==> src/rtl/branch_unit_pkg.sv <==
// rtl/branch_unit_pkg.sv - shared encodings for the branch unit
// Purpose: branch condition codes (funct3) and the output-register state encoding.
package branch_unit_pkg;

    localparam logic [2:0] F3_BEQ  = 3'b000;
    localparam logic [2:0] F3_BNE  = 3'b001;
    localparam logic [2:0] F3_RSV2 = 3'b010;
    localparam logic [2:0] F3_RSV3 = 3'b011;
    localparam logic [2:0] F3_BLT  = 3'b100;
    localparam logic [2:0] F3_BGE  = 3'b101;
    localparam logic [2:0] F3_BLTU = 3'b110;
    localparam logic [2:0] F3_BGEU = 3'b111;

    typedef enum logic {
        ST_EMPTY = 1'b0,
        ST_FULL  = 1'b1
    } state_t;

endpackage

==> src/rtl/branch_cond.sv <==
// rtl/branch_cond.sv - funct3 to branch-taken decode
// Purpose: purely combinational condition evaluation from precomputed comparator flags.
// Ports:
//   funct3  : branch condition code
//   eq/ls/lu: rs1 vs rs2 equal, signed-less, unsigned-less
//   taken   : condition holds (0 for reserved codes)
//   illegal : funct3 is a reserved branch encoding
module branch_cond
    import branch_unit_pkg::*;
(
    input  logic [2:0] funct3,
    input  logic       eq,
    input  logic       ls,
    input  logic       lu,
    output logic       taken,
    output logic       illegal
);

    always_comb begin
        taken   = 1'b0;
        illegal = 1'b0;
        case (funct3)
            F3_BEQ:  taken = eq;
            F3_BNE:  taken = !eq;
            F3_BLT:  taken = ls;
            F3_BGE:  taken = !ls;
            F3_BLTU: taken = lu;
            F3_BGEU: taken = !lu;
            F3_RSV2: illegal = 1'b1;
            F3_RSV3: illegal = 1'b1;
            default: taken = 1'b0;
        endcase
    end

endmodule

==> src/rtl/branch_unit.sv <==
// rtl/branch_unit.sv - branch/jump resolution with a one-entry output register
// Purpose: resolves taken/target/link for branch, JAL and JALR, flags misalignment and
// reserved encodings, detects mispredicts and counts them.
// Ports:
//   clk, rst_n                 : clock, asynchronous active-low reset
//   in_valid / in_ready        : upstream handshake
//   is_branch, is_jal, is_jalr : instruction class (at most one set)
//   funct3, pc, imm, rs1       : instruction fields and rs1 value
//   eq, ls, lu                 : comparator flags for rs1 vs rs2
//   pred_taken                 : fetch-stage prediction
//   out_valid / out_ready      : downstream handshake
//   taken, target, link        : resolved direction, target address, return address
//   misaligned, illegal        : taken target not word aligned, reserved branch funct3
//   flush                      : one-cycle mispredict pulse
//   mispred_cnt                : saturating mispredict count
module branch_unit
    import branch_unit_pkg::*;
#(
    parameter int XLEN  = 32,
    parameter int CNT_W = 16
) (
    input  logic             clk,
    input  logic             rst_n,
    input  logic             in_valid,
    output logic             in_ready,
    input  logic             is_branch,
    input  logic             is_jal,
    input  logic             is_jalr,
    input  logic [2:0]       funct3,
    input  logic [XLEN-1:0]  pc,
    input  logic [XLEN-1:0]  imm,
    input  logic [XLEN-1:0]  rs1,
    input  logic             eq,
    input  logic             ls,
    input  logic             lu,
    input  logic             pred_taken,
    output logic             out_valid,
    input  logic             out_ready,
    output logic             taken,
    output logic [XLEN-1:0]  target,
    output logic [XLEN-1:0]  link,
    output logic             misaligned,
    output logic             illegal,
    output logic             flush,
    output logic [CNT_W-1:0] mispred_cnt
);

    state_t state;
    state_t state_next;

    logic            accept;
    logic            cond_taken;
    logic            cond_illegal;
    logic            taken_c;
    logic            illegal_c;
    logic [XLEN-1:0] target_c;
    logic [XLEN-1:0] link_c;
    logic            misaligned_c;
    logic            mispred_c;

    branch_cond u_cond (
        .funct3  (funct3),
        .eq      (eq),
        .ls      (ls),
        .lu      (lu),
        .taken   (cond_taken),
        .illegal (cond_illegal)
    );

    // Ready only depends on the output register, never on in_valid.
    assign in_ready = !out_valid || out_ready;
    assign accept   = in_valid && in_ready;

    always_comb begin
        taken_c   = 1'b0;
        illegal_c = 1'b0;
        if (is_branch) begin
            taken_c   = cond_taken;
            illegal_c = cond_illegal;
        end else if (is_jal || is_jalr) begin
            taken_c = 1'b1;
        end
    end

    // JALR clears bit 0 of rs1+imm; all additions wrap at XLEN bits.
    always_comb begin
        target_c = pc + imm;
        if (is_jalr) begin
            target_c = (rs1 + imm) & {{(XLEN-1){1'b1}}, 1'b0};
        end
    end

    assign link_c       = pc + XLEN'(4);
    assign misaligned_c = taken_c && target_c[1];
    assign mispred_c    = taken_c != pred_taken;

    // State register
    always_ff @(posedge clk or negedge rst_n) begin
        if (!rst_n) begin
            state <= ST_EMPTY;
        end else begin
            state <= state_next;
        end
    end

    // Next-state logic
    always_comb begin
        state_next = state;
        case (state)
            ST_EMPTY: if (accept) state_next = ST_FULL;
            ST_FULL:  if (out_ready && !accept) state_next = ST_EMPTY;
            default:  state_next = ST_EMPTY;
        endcase
    end

    // Output logic
    always_comb begin
        out_valid = (state == ST_FULL);
    end

    // Result register: loads only on accept, so a stalled result holds.
    always_ff @(posedge clk or negedge rst_n) begin
        if (!rst_n) begin
            taken      <= 1'b0;
            target     <= '0;
            link       <= '0;
            misaligned <= 1'b0;
            illegal    <= 1'b0;
        end else if (accept) begin
            taken      <= taken_c;
            target     <= target_c;
            link       <= link_c;
            misaligned <= misaligned_c;
            illegal    <= illegal_c;
        end
    end

    // Flush rises with the first out_valid cycle of a mispredicted result; a stall
    // blocks further accepts, so it drops after one cycle.
    always_ff @(posedge clk or negedge rst_n) begin
        if (!rst_n) begin
            flush <= 1'b0;
        end else begin
            flush <= accept && mispred_c;
        end
    end

    always_ff @(posedge clk or negedge rst_n) begin
        if (!rst_n) begin
            mispred_cnt <= '0;
        end else if (accept && mispred_c && (mispred_cnt != {CNT_W{1'b1}})) begin
            mispred_cnt <= mispred_cnt + CNT_W'(1);
        end
    end

endmodule
==> config.mk <==
export PLATFORM = sky130hd
export DESIGN_NAME = branch_unit
export DESIGN_NICKNAME = d
export VERILOG_FILES = /design/src/rtl/branch_unit_pkg.sv /design/src/rtl/branch_cond.sv /design/src/rtl/branch_unit.sv
export SDC_FILE = /design/constraint.sdc
export NUM_CORES = 1
export LEC_CHECK = 0
export BUFFER_PORTS_ARGS = -buffer_cell sky130_fd_sc_hd__buf_2
export CAP_MARGIN = 0
export CORE_ASPECT_RATIO = 0.75
export CORE_UTILIZATION = 35
export DETAILED_ROUTE_END_ITERATION = 7
export GPL_TIMING_DRIVEN = 0
export HOLD_SLACK_MARGIN = 0.15
export PLACE_DENSITY = 0.54
export SKIP_CTS_REPAIR_TIMING = 1
export SLEW_MARGIN = 5
export SYNTH_ARGS = -nofsm -noshare
export SYNTH_HDL_FRONTEND = slang
export SYNTH_SLANG_ARGS = --single-unit
==> constraint.sdc <==
create_clock -name clk -period 2.7 [get_ports clk]
set_input_delay 0.54 -clock clk [delete_from_list [all_inputs] [get_ports clk]]
set_output_delay 0.54 -clock clk [all_outputs]
set_load 0.01 [all_outputs]
==> impl_metrics.tcl <==
set metrics [dict create \
    violations "negative setup slack" \
    num-fill-cells 2073 \
    critPathLaunchType "input port" \
    drc_errors 0 \
    area_growth_pct 29.7 \
    finalHoldViolCount 0 \
    cp_max_fo 3 \
    netSwitchingFraction 0.398 \
    routed_via_density 5.29 \
    die_w_um 169 \
    async_flop_share 1.00 \
    setup_slack_ns -0.0377 \
    antenna_found_initial 0 \
    fin_nets 1263 \
    synth_area_per_cell_um2 8.36 \
    numCtsBuffers 9 \
    path_class "in2reg" \
    synth_top_cell_by_area "dfrtp_1" \
    dieArea_mm2 0.0214 \
    gr-total-overflow 0 \
    fmax_mhz 365 \
    arrival_ns 3.00 \
    stdcell_count 1375 \
    cts.path.max_buffers 2 \
    hp-class "in2reg" \
    ir_drop_uv 293 \
    utilization 0.465 \
    p_per_area_mw_per_mm2 522 \
    crit_path_end_kind "flip-flop" \
    layout_commonest_cell "buf_2" \
    dp_slack_ns -0.629 \
    seq_power_share 0.334 \
    p_clk_frac 0.266 \
    status "finished with violations" \
    slew_viol_final 0 \
    first_iter_violations 499 \
    die_h_um 127 \
    p_comb_frac 0.401 \
    synthesis.instances 872 \
    layout_common_cells "buf_2, nand2_1, dfrtp_1, o21ai_0, nor2_1" \
    synth.area.top_cells "dfrtp_1, ha_1, nand2_1, xor2_1, xnor2_1" \
    ys_ff_latch 85 \
    netlist_area_mm2 0.00729 \
    first_pass_iters 5 \
    dp.cells 1349 \
    yosys_warnings 0 \
    cts_tree "built" \
    cp.required_ns 2.96 \
    synth_top_area_share 0.292 \
    synth_ff_type "dfrtp_1" \
    place.gp.congestion 0.864 \
    reg2regPathDepth 6 \
    clkLatencyLatePin_ns 0.36 \
    syn_nets 1047 \
    antenna_cells 0 \
    ys_seq_area_frac 0.292 \
    hold_depth 3 \
    period_share 1.01 \
    ff_latch_area_mm2 0.00213 \
    rsz0062_at_grt "yes" \
    relSlewSlack 0.403 \
    whs_ns 0.374 \
    num_vias 7276 \
    cts_sinks 85 \
    cap_violations 0 \
    final.setup_skew_ns 0.0100 \
    grt_pass1_vias 6633 \
    cts.clk_slew.worst_paths_ns 0.08 \
    worstMarginPinSlew_ns 0.895 \
    final_layout_size_suffix_gt1_frac 0.279 \
    htreeDepth 3 \
    period_needed_ns 2.74 \
    grt_pass1_wl_um 38300 \
    multi_input_area_mm2 0.00536 \
    ys_types 77 \
    dp_hpwl_um 19900 \
    p_sw_mw 1.96 \
    tns_ns -0.0377 \
    wire_per_inst_um 18.3 \
    numPortBuffers 194 \
    setup_viol 1 \
    start_util 0.359 \
    synth-edff-count 0 \
    ioPinCount 196 \
    drt_wl_total_um 25200 \
    core_mm2 0.0203 \
    leakage_nw 4.34 \
    ctsRootBufferMaster "clkbuf_16" \
    track_usage 0.235 \
    grt_max_degree 64 \
    fp-row-count 45 \
    intPower_mw 2.97 \
    antenna_left 0 \
]
## per-stage QoR
step	power [mW]	cell area, um2
after floorplan	2.76	7300
after global placement	3.47	8630
after detailed placement	3.49	8660
after CTS	4.83	8960
after global routing	5.23	9460
final	4.94	9460
## registers in the layout, indices dropped and copies added, names as in the netlist
signal       count
mispred_cnt     16
illegal          1
target          32
flush            1
link            32
taken            1
out_valid        1
misaligned       1
## worst max-delay path, stage by stage
cell and delay (ns):
buf_8 0.10, ha_4 0.16, fa_2 0.42, a211oi_2 0.29, o21ai_2 0.12, a31oi_4 0.25
buf_6 0.14, o21bai_4 0.06, o211ai_1 0.22, a31oi_1 0.14, xnor2_1 0.24, nand2_1 0.08
a22o_1 0.22
## cells by family (layout without fill, tap and decap cells)
family | Yosys count | after routing | synth area share
multiplexers | 9 | 9 | 0.0129
AO/OA/AOI/OAI | 267 | 267 | 0.239
XOR/XNOR | 97 | 97 | 0.118
adder cells (fa/ha/maj) | 65 | 65 | 0.114
flip-flops | 85 | 85 | 0.292
AND/OR/NAND/NOR | 302 | 302 | 0.200
buffers and inverters | 47 | 268 | 0.0254
## metal layers
| layer | track usage | share of wire |
|---|---|---|
| met5 | 0 | 0 |
| met4 | 0.0439 | 0.0074 |
| met3 | 0.0350 | 0.054 |
| met2 | 0.342 | 0.42 |
| met1 | 0.363 | 0.52 |
## final timing paths
kind	start	to	slack [ns]
worst min register to register	target[11]$_DFFE_PN0P_	target[11]$_DFFE_PN0P_	0.47
min in group asynchronous	rst_n	target[26]$_DFFE_PN0P_	0.63
worst min-delay path	pc[0]	link[0]$_DFFE_PN0P_	0.37
max in group asynchronous	rst_n	target[18]$_DFFE_PN0P_	1.41
worst max-delay path	imm[0]	target[28]$_DFFE_PN0P_	-0.04
worst max register to register	out_valid$_DFF_PN0_	link[27]$_DFFE_PN0P_	0.41
## cells in the mapped netlist, drive strengths merged, types with 2 or more instances
cell type,instances
a211o,3
o21bai,7
xor2,52
a2111oi,3
and3,13
dfrtp,85
a221o,3
o22ai,2
nor3,12
or2,3
o21a,9
nand3,24
mux2i,6
a21boi,2
nor2b,7
a21oi,66
o211ai,10
nand2,123
and4,4
o2111ai,2
clkbuf,29
nor3b,2
ha,63
buf,5
a211oi,8
fa,2
a41oi,4
or3,4
nor4,3
xnor2,45
o21ai,86
a22o,2
mux2,3
a31oi,13
and2b,2
nand4,25
and2,6
nor2,59
o31ai,5
a21o,26
inv,13
o311ai,2
nand2b,10
## cell type report
class,count,share of cell area
well taps,282,0.0373
flip-flops and latches,85,0.225
multi-input cells,740,0.567
inverters,13,0.00516
clock buffers,9,0.0238
repair buffers,211,0.122
clock inverters,7,0.00807
plain buffers,28,0.0122
## power groups by stage
stage,Clock (mW),Combinational (mW),Sequential (mW)
after global placement,0,1.81,1.67
after floorplan,0,0.999,1.76
final,1.31,1.98,1.65
after detailed placement,0,1.82,1.67
after global routing,1.38,2.17,1.68
after CTS,1.35,1.83,1.65
Note: power is estimated with default switching activity, not from simulation.
